===== config.mk =====
export PLATFORM = sky130hd
export DESIGN_NAME = i2c_slave_responder
export DESIGN_NICKNAME = d
export VERILOG_FILES = /design/src/rtl/i2c_slave_responder.sv
export SDC_FILE = /design/constraint.sdc
export NUM_CORES = 1
export LEC_CHECK = 0
export ABC_AREA = 1
export CORE_ASPECT_RATIO = 1.25
export CORE_MARGIN = 4
export CORE_UTILIZATION = 43
export CTS_BUF_LIST = sky130_fd_sc_hd__clkbuf_16
export DETAILED_ROUTE_END_ITERATION = 8
export GPL_ROUTABILITY_DRIVEN = 1
export GPL_TIMING_DRIVEN = 0
export PLACE_DENSITY = 0.69
export SLEW_MARGIN = 20
export SYNTH_ARGS = -nofsm -noshare
export SYNTH_HDL_FRONTEND = slang
export SYNTH_SLANG_ARGS = --single-unit

===== constraint.sdc =====
create_clock -name clk -period 1.6 [get_ports clk]
set_input_delay 0.16 -clock clk [delete_from_list [all_inputs] [get_ports clk]]
set_output_delay 0.16 -clock clk [all_outputs]
set_load 0.005 [all_outputs]

===== src/rtl/i2c_slave_responder.sv =====
`default_nettype none
// ============================================================================
// i2c_slave_responder : I2C target engine, fixed 7-bit address, ACKs writes,
//                       streams read bytes until the master NACKs. Rev 1.0
// ============================================================================
module i2c_slave_responder #(
  parameter int                  ADDR_LEN    = 7,
  parameter int                  DATA_LEN    = 8,
  parameter logic [ADDR_LEN-1:0] SLAVE_ADDR  = 7'h50,
  parameter int                  SYNC_STAGES = 2
) (
  input  logic                clk,
  input  logic                rst_n,
  input  logic                scl,
  input  logic                sda_in,
  output logic                sda_oe,
  input  logic [DATA_LEN-1:0] tx_data,
  output logic                tx_req,
  output logic [DATA_LEN-1:0] rx_data,
  output logic                rx_valid,
  output logic                rw,
  output logic                busy,
  output logic [3:0]          state_slave
);

  typedef enum logic [3:0] {
    IDLE     = 4'd0,
    ADDR     = 4'd1,
    ADDR_ACK = 4'd2,
    RX_BYTE  = 4'd3,
    RX_ACK   = 4'd4,
    TX_BYTE  = 4'd5,
    TX_ACK   = 4'd6
  } state_t;

  localparam logic [3:0] LAST_BIT = 4'(DATA_LEN);
  localparam logic [3:0] PRE_LAST = 4'(DATA_LEN - 1);

  logic [SYNC_STAGES-1:0] scl_sync, sda_sync;
  logic                   scl_s, sda_s, scl_prev, sda_prev;
  logic                   scl_rise, scl_fall, start_ev, stop_ev;

  // Bus pins idle high, so every synchronizer stage resets to 1.
  always_ff @(posedge clk or negedge rst_n) begin
    if (!rst_n) begin
      scl_sync <= '1;
      sda_sync <= '1;
      scl_s    <= 1'b1;
      sda_s    <= 1'b1;
      scl_prev <= 1'b1;
      sda_prev <= 1'b1;
    end else begin
      scl_sync <= {scl_sync[SYNC_STAGES-2:0], scl};
      sda_sync <= {sda_sync[SYNC_STAGES-2:0], sda_in};
      scl_s    <= scl_sync[SYNC_STAGES-1];
      sda_s    <= sda_sync[SYNC_STAGES-1];
      scl_prev <= scl_s;
      sda_prev <= sda_s;
    end
  end

  assign scl_rise = scl_s & ~scl_prev;
  assign scl_fall = ~scl_s & scl_prev;
  assign start_ev = scl_s & ~sda_s & sda_prev;
  assign stop_ev  = scl_s & sda_s & ~sda_prev;

  state_t              state, state_n;
  logic [DATA_LEN-1:0] shift, shift_n, shift_in, rx_data_n;
  logic [3:0]          bit_cnt, bit_cnt_n;
  logic                rw_n, rx_valid_n, tx_req_n, sda_oe_n;

  always_ff @(posedge clk or negedge rst_n) begin
    if (!rst_n) begin
      state    <= IDLE;
      shift    <= '0;
      bit_cnt  <= '0;
      rw       <= 1'b0;
      rx_data  <= '0;
      rx_valid <= 1'b0;
      tx_req   <= 1'b0;
      sda_oe   <= 1'b0;
    end else begin
      state    <= state_n;
      shift    <= shift_n;
      bit_cnt  <= bit_cnt_n;
      rw       <= rw_n;
      rx_data  <= rx_data_n;
      rx_valid <= rx_valid_n;
      tx_req   <= tx_req_n;
      sda_oe   <= sda_oe_n;
    end
  end

  assign shift_in = {shift[DATA_LEN-2:0], sda_s};

  always_comb begin
    state_n    = state;
    shift_n    = shift;
    bit_cnt_n  = bit_cnt;
    rw_n       = rw;
    rx_data_n  = rx_data;
    rx_valid_n = 1'b0;
    tx_req_n   = 1'b0;
    sda_oe_n   = sda_oe;

    if (start_ev) begin
      state_n   = ADDR;
      bit_cnt_n = '0;
      sda_oe_n  = 1'b0;
    end else if (stop_ev) begin
      state_n  = IDLE;
      sda_oe_n = 1'b0;
    end else begin
      unique case (state)
        IDLE: ;
        ADDR: begin
          if (scl_rise && bit_cnt != LAST_BIT) begin
            shift_n   = shift_in;
            bit_cnt_n = bit_cnt + 4'd1;
            if (bit_cnt == PRE_LAST) begin
              if (shift_in[DATA_LEN-1 -: ADDR_LEN] == SLAVE_ADDR) rw_n = shift_in[0];
              else                                                 state_n = IDLE;
            end
          end else if (scl_fall && bit_cnt == LAST_BIT) begin
            sda_oe_n = 1'b1;
            state_n  = ADDR_ACK;
          end
        end
        // Both ACK phases for reads leave by loading the next byte and driving its MSB.
        ADDR_ACK, TX_ACK: begin
          if (state == TX_ACK && scl_rise && sda_s) begin
            state_n = IDLE;
          end else if (scl_fall) begin
            bit_cnt_n = '0;
            if (state == TX_ACK || rw) begin
              shift_n  = tx_data;
              tx_req_n = 1'b1;
              sda_oe_n = ~tx_data[DATA_LEN-1];
              state_n  = TX_BYTE;
            end else begin
              sda_oe_n = 1'b0;
              state_n  = RX_BYTE;
            end
          end
        end
        RX_BYTE: begin
          if (scl_rise && bit_cnt != LAST_BIT) begin
            shift_n   = shift_in;
            bit_cnt_n = bit_cnt + 4'd1;
            if (bit_cnt == PRE_LAST) begin
              rx_data_n  = shift_in;
              rx_valid_n = 1'b1;
            end
          end else if (scl_fall && bit_cnt == LAST_BIT) begin
            sda_oe_n = 1'b1;
            state_n  = RX_ACK;
          end
        end
        RX_ACK: begin
          if (scl_fall) begin
            sda_oe_n  = 1'b0;
            bit_cnt_n = '0;
            state_n   = RX_BYTE;
          end
        end
        TX_BYTE: begin
          if (scl_rise && bit_cnt != LAST_BIT) begin
            bit_cnt_n = bit_cnt + 4'd1;
          end else if (scl_fall && bit_cnt == LAST_BIT) begin
            sda_oe_n = 1'b0;
            state_n  = TX_ACK;
          end else if (scl_fall && bit_cnt != 4'd0) begin
            // Bit being presented always sits just below the MSB of the shifter.
            sda_oe_n = ~shift[DATA_LEN-2];
            shift_n  = {shift[DATA_LEN-2:0], 1'b0};
          end
        end
        default: state_n = IDLE;
      endcase
    end
  end

  assign busy        = (state != IDLE);
  assign state_slave = state;

endmodule
`default_nettype wire


# --- Word-level counts from Yosys, hierarchy flattened ---
# Cells that the tools add are included.
word_totals:
  ff_bits: 35
  in_bits: 12
  out_inout_bits: 17
  word_cells: 137
classes:
  n_addsub: 1
  eq_ne: 35
  muxes: 52
  bitwise: 14
  n_reduce_logical: 21
ops:
  columns: ["op", "n"]
  rows:
  - ["$mux W4", 18]
  - ["$mux W7", 7]
  - ["$ne A4 B4 Y1 const B", 9]
  - ["$ne A5 B5 Y1 const B", 5]
  - ["$pmux W4 S6", 1]
  - ["$mux W1", 22]
  - ["$pmux W7 S3", 1]
  - ["$reduce_and A10 Y1", 2]
  - ["$eq A4 B3 Y1 const B", 4]
  - ["$ne A2 B2 Y1 const B", 7]
  - ["$pmux W4 S3", 1]
  - ["$reduce_bool A4 Y1", 3]
  - ["$eq A4 B2 Y1 const B", 2]
  - ["$not A1 Y1", 8]
  - ["$reduce_and A8 Y1", 1]
  - ["$eq A7 B7 Y1 const B", 1]
  - ["$and A1 B1 Y1", 6]
  - ["$ne A3 B3 Y1 const B", 2]
  - ["$reduce_and A6 Y1", 1]
  - ["$reduce_bool A6 Y1", 1]
  - ["$logic_and A1 B1 Y1", 5]
  - ["$reduce_and A5 Y1", 1]
  - ["$add A4 B1 Y4 const B", 1]
  - ["$eq A4 B1 Y1 const B", 1]
  - ["12 further kinds", 13]

# --- Depth between registers and ports, before layout ---
depth:
  word_depth: 9
  depth_mapped: 11
  ltp_nobuf: 11

# --- Least setup slack after synthesis ---
# No wires, ideal clock.
synth_path:
  kind: "register to register"
  startpoint: "register sda_s"
  endpoint: "register shift[4]"
  arrival_ps: 1492
  required_ps: 1477
  path_slack_ps: -15
  stages_incl_launch_ff: 11
  path_buffers: 1
  synth_period_minus_slack_ps: 1615
  cell_sequence: "dfstp_2 inv_2 nand3_1 nand2_1 inv_1 nand3_2 nor2_2 nand2_2 buf_6 nand2_2 o21ai_2"
synth_between:
  elab_chain_cells: 5
  elab_cells_between_ends: 10
  cone_classes: "eq/ne (1); bitwise (7); reduce/logical (2)"
synth_lines:
  columns: ["item", "line_no", "source"]
  rows:
  - ["start, declared", "40", "logic scl_s, sda_s, scl_prev, sda_prev;"]
  - ["start signal, assigned", "56", "sda_s <= sda_sync[SYNC_STAGES-1];"]
  - ["$not A1 Y1", "64", "assign start_ev = scl_s & ~sda_s & sda_prev;"]
  - ["$and A1 B1 Y1 (2 in a row)", "64", null]
  - ["$not A1 Y1 (no line)", null, null]
  - ["$reduce_and A10 Y1 (no line) *", null, null]
  - ["end signal, assigned", "84", "shift <= shift_n;"]
  - ["end, declared", "68", "logic [DATA_LEN-1:0] shift, shift_n, shift_in, rx_data_n;"]
# Every way passes the cells marked *; elsewhere a longest branch is shown, timed or not.
# A chain may end at the register's enable or synchronous reset.

# --- Worst setup path after layout ---
layout_path:
  startpoint: "register scl_s"
  endpoint: "register shift[1]"
layout_between:
  elab_chain_cells: 5
  elab_cells_between_ends: 21
  cone_classes: "eq/ne (6); bitwise (9); reduce/logical (6)"
layout_lines:
  columns: ["item", "line_no", "source"]
  rows:
  - ["start, declared", "40", null]
  - ["start signal, assigned", "55", "scl_s <= scl_sync[SYNC_STAGES-1];"]
  - ["$and A1 B1 Y1 or $not A1 Y1 (tied branches)", "62, 63", null]
  - ["$logic_and A1 B1 Y1 or $and A1 B1 Y1 (tied branches)", "131, 63", null]
  - ["$logic_and A1 B1 Y1, on equally long branches", "131, 169, 172", null]
  - ["$ne A2 B2 Y1 (no line)", null, null]
  - ["$reduce_and A10 Y1 (no line) *", null, null]
# Marked as above.

==> flow_results.xml <==
<?xml version="1.0" encoding="UTF-8"?>
<metrics>
  <group name="run_status">
    <metric name="outcome" unit="">finished with violations</metric>
    <metric name="violated_checks" unit="">negative setup slack</metric>
  </group>
  <group name="cts">
    <metric name="clock_tree.htree_level_count" unit="">2</metric>
    <metric name="max-clock-path-buffers" unit="">2</metric>
    <metric name="clk_pin_slew_worst_paths" unit="ns">0.05</metric>
    <metric name="tritoncts_clock_tree" unit="">done</metric>
    <metric name="cts.sinks" unit="">34</metric>
    <metric name="clk_root_buffer_cell" unit="">sky130_fd_sc_hd__clkbuf_16</metric>
    <metric name="insertion_delay" unit="ns">0.27</metric>
    <metric name="cts_made_buffers" unit="">5</metric>
  </group>
  <group name="worst_setup_path">
    <metric name="timing.critical_path.to_type" unit="">flip-flop</metric>
    <metric name="rr_startpoint" unit="">scl_s$_DFF_PN1_</metric>
    <metric name="cp_data_required_time" unit="ns">1.76</metric>
    <metric name="reg2reg_to" unit="">shift[1]$_DFFE_PN0P_</metric>
    <metric name="worst_r2r_path_depth" unit="">10</metric>
    <metric name="reg2reg_setup_slack" unit="ns">-0.008</metric>
    <metric name="criticalPathCategory" unit="">reg -&gt; reg</metric>
    <metric name="cp.arrival" unit="ns">1.77</metric>
    <metric name="timing.critical_path.fanout_max" unit="">5</metric>
    <metric name="startpoint_type" unit="">flip-flop</metric>
  </group>
  <group name="routing">
    <metric name="antenna_violating_nets_post_route" unit="">0</metric>
    <metric name="routed_wire_length_per_instance" unit="microns">13.3</metric>
    <metric name="drcViolationCount" unit="">0</metric>
    <metric name="dr_total_vias" unit="">1813</metric>
    <metric name="drt_iter0_markers" unit="">166</metric>
    <metric name="drt_pre_antenna_iters" unit="">4</metric>
    <metric name="total_detailed_routing_wirelength" unit="microns">4790</metric>
    <metric name="via_per_inst" unit="">5.02</metric>
  </group>
  <group name="floorplan">
    <metric name="floorplan.initialDensity" unit="%">45.2</metric>
    <metric name="die-width" unit="microns">67.2</metric>
    <metric name="dieArea" unit="sq um">5510</metric>
    <metric name="floorplan.rows" unit="">26</metric>
    <metric name="core_region_area" unit="sq um">4160</metric>
    <metric name="number_of_top_level_design_ports" unit="">29</metric>
    <metric name="dieHeight" unit="microns">82.0</metric>
  </group>
  <group name="global_route">
    <metric name="maximum_number_of_pins_on_one_net_before_global_route_repair" unit="">29</metric>
    <metric name="grt_use_total" unit="%">19.1</metric>
    <metric name="grt_pass1_vias" unit="">1765</metric>
    <metric name="grt.overflow.total" unit="">0</metric>
    <metric name="antenna_found_initial" unit="">0</metric>
    <metric name="wire_length_of_the_first_global_routing_pass" unit="microns">7920</metric>
  </group>
  <group name="timing">
    <metric name="maxSlewViolCount" unit="">0</metric>
    <metric name="maximum_clock_frequency" unit="MHz">622</metric>
    <metric name="timing.final.setup_violations" unit="">2</metric>
    <metric name="hold-worst-slack" unit="ns">0.259</metric>
    <metric name="fin_skew" unit="ns">0.00373</metric>
    <metric name="min_period_over_period" unit="%">100</metric>
    <metric name="final_critical_path_setup_slack" unit="ns">-0.00790</metric>
    <metric name="final.min_clock_period" unit="ns">1.61</metric>
    <metric name="rsz0062_at_grt" unit="">yes</metric>
    <metric name="hold_viol_final" unit="">0</metric>
    <metric name="setup_tns" unit="ns">-0.00794</metric>
  </group>
  <group name="placement">
    <metric name="finalWeightedCongestion" unit="">0.885</metric>
    <metric name="place.detailed.instances" unit="">336</metric>
    <metric name="dpl.hpwl" unit="microns">3200</metric>
    <metric name="detailedPlace.worstSlack" unit="ns">-0.271</metric>
    <metric name="place_area" unit="sq um">2240</metric>
    <metric name="port_buffers" unit="">27</metric>
  </group>
  <group name="logic_synthesis">
    <metric name="xor_xnor_fraction_of_synth_area" unit="%">0.465</metric>
    <metric name="synthesized_nets" unit="">266</metric>
    <metric name="synth_sequential_area_ratio" unit="%">45.7</metric>
    <metric name="yosys.area_share.simple" unit="%">32.6</metric>
    <metric name="area_share_of_the_largest_cell_type_after_synthesis" unit="%">34.6</metric>
    <metric name="synth_cells" unit="">252</metric>
    <metric name="synth_area_leaders" unit="">sky130_fd_sc_hd__dfrtp_1, sky130_fd_sc_hd__nand2_1, sky130_fd_sc_hd__dfstp_2, sky130_fd_sc_hd__nand3_1, sky130_fd_sc_hd__nor2_1</metric>
    <metric name="synthesis.yosys.warnings" unit="">0</metric>
    <metric name="syn_area_per_cell" unit="sq um">7.47</metric>
    <metric name="combinational_family_with_the_most_area_after_synthesis" unit="">simple AND/OR/NAND/NOR gates</metric>
    <metric name="synth-seq-cells" unit="">34</metric>
    <metric name="synth_adder_area_share" unit="%">1.33</metric>
    <metric name="synth_area" unit="sq um">1880</metric>
    <metric name="synth_cell_type_count" unit="">28</metric>
    <metric name="yosys.area.top_type" unit="">sky130_fd_sc_hd__dfrtp_1</metric>
    <metric name="share_of_the_synthesized_area_in_compound_gates_ao_oa_aoi_oai" unit="%">10.9</metric>
    <metric name="multiplexer_share_of_the_synthesized_area" unit="%">0</metric>
  </group>
  <group name="run">
    <metric name="drv.max_cap_violation_count" unit="">0</metric>
  </group>
  <group name="power">
    <metric name="design_power_total" unit="mW">3.90</metric>
    <metric name="cellLeakagePower" unit="nW">1.33</metric>
    <metric name="peakVddDrop" unit="uV">911</metric>
    <metric name="power_density" unit="nW/um^2">1430</metric>
  </group>
  <group name="cells_and_area">
    <metric name="finalInstanceArea" unit="sq um">2740</metric>
    <metric name="syn_to_final_growth" unit="%">45.3</metric>
    <metric name="layout.nets" unit="">318</metric>
    <metric name="share_of_cells_above_drive_strength_1" unit="%">34.1</metric>
    <metric name="layout_common_cells" unit="">sky130_fd_sc_hd__nand2_1, sky130_fd_sc_hd__dfrtp_1, sky130_fd_sc_hd__clkdlybuf4s50_1</metric>
    <metric name="layout.cells.non_filler" unit="">361</metric>
    <metric name="most_common_cell_after_layout_fill_and_taps_aside" unit="">sky130_fd_sc_hd__nand2_1</metric>
    <metric name="post-route-util" unit="%">65.7</metric>
    <metric name="antenna-diode-count" unit="">0</metric>
  </group>
  <group name="min_path">
    <metric name="kind_of_path_behind_the_tightest_hold_check" unit="">in -&gt; async</metric>
  </group>
</metrics>
-- worst max-delay path: stages, from the launching register on --
cell and delay (ns):
sky130_fd_sc_hd__dfstp_2 0.62, sky130_fd_sc_hd__nand2_2 0.09, sky130_fd_sc_hd__inv_2 0.08, sky130_fd_sc_hd__nand2_4 0.08, sky130_fd_sc_hd__nand2_2 0.07, sky130_fd_sc_hd__nand2_2 0.06, sky130_fd_sc_hd__nor2_4 0.14, sky130_fd_sc_hd__nand2_4 0.09
sky130_fd_sc_hd__buf_4 0.14, sky130_fd_sc_hd__nand2_1 0.06, sky130_fd_sc_hd__o21ai_2 0.05
-- cells by family (layout without fill, tap and decap cells) --
group / after synthesis / after routing
AND/OR/NAND/NOR: 142 / 142
adder cells (fa/ha/maj): 2 / 2
XOR/XNOR: 1 / 1
buffers and inverters: 39 / 92
flip-flops: 34 / 34
other: 1 / 1
AO/OA/AOI/OAI: 33 / 33
-- worst max path at each step --
stage | startpoint | to | slack [ns] | cells after the start
floorplan | sda_s$_DFF_PN1_ | shift[4]$_DFFE_PN0P_ | 0.02 | 10
global placement | rst_n | state_slave[2]$_DFFE_PN0P_ | -0.37 | 1
finish | scl_s$_DFF_PN1_ | shift[1]$_DFFE_PN0P_ | -0.008 | 10
global route | scl_s$_DFF_PN1_ | shift[6]$_DFFE_PN0P_ | -0.09 | 10
CTS | scl_s$_DFF_PN1_ | shift[2]$_DFFE_PN0P_ | 0.002 | 8
detailed placement | sda_s$_DFF_PN1_ | rx_data[3]$_DFFE_PN0P_ | -0.27 | 8
-- Yosys cell counts (all sizes together) --
| library cell | instances |
|---|---|
| a21oi | 5 |
| buf | 5 |
| clkbuf | 1 |
| clkinv | 1 |
| conb | 1 |
| dfrtp | 26 |
| dfstp | 8 |
| ha | 2 |
| inv | 32 |
| nand2 | 87 |
| nand3 | 25 |
| nand3b | 2 |
| nand4 | 1 |
| nor2 | 26 |
| o211ai | 1 |
| o21ai | 27 |
| or2 | 1 |
| xor2 | 1 |
-- cell type report --
cell class                 count  area (sq um)
timing repair buffer          45           439
clock inverter                 3          12.5
fill                         366          1430
sequential                    34           862
inverter                      33           130
multi-input combinational    179          1030
clock buffer                   5           125
tap                           56          70.1
buffer                         6          61.3
-- registers in the layout (all words and copies together) (netlist names), 2 cells and up --
signal	cells
rx_data	8
shift	7
bit_cnt	4
state_slave	3
scl_sync	2
sda_sync	2
-- what timing repair did --
| action | CTS | global route |
|---|---|---|
| endpoints found under the setup margin | 26 | 24 |
| setup buffers | 10 | 5 |
| endpoints found under the hold margin | 27 | 0 |
| pin swaps | 5 | 8 |
| hold buffers | 1 | 0 |
| gates cloned | 0 | 1 |
| gates resized for setup | 36 | 26 |
-- report_power, final --
group          internal, mW  switching [mW]  leakage, nW
sequential             1.03           0.176        0.429
clock                 0.561           0.331       0.0724
combinational         0.781            1.02        0.827
-- routing by layer --
metal	global-route usage [%]	wire length [microns]
met5	0	0
met2	32.3	2400
met1	23.2	2040
met3	3.69	191
met4	8.52	155
Power figures use the tool's default switching activity.
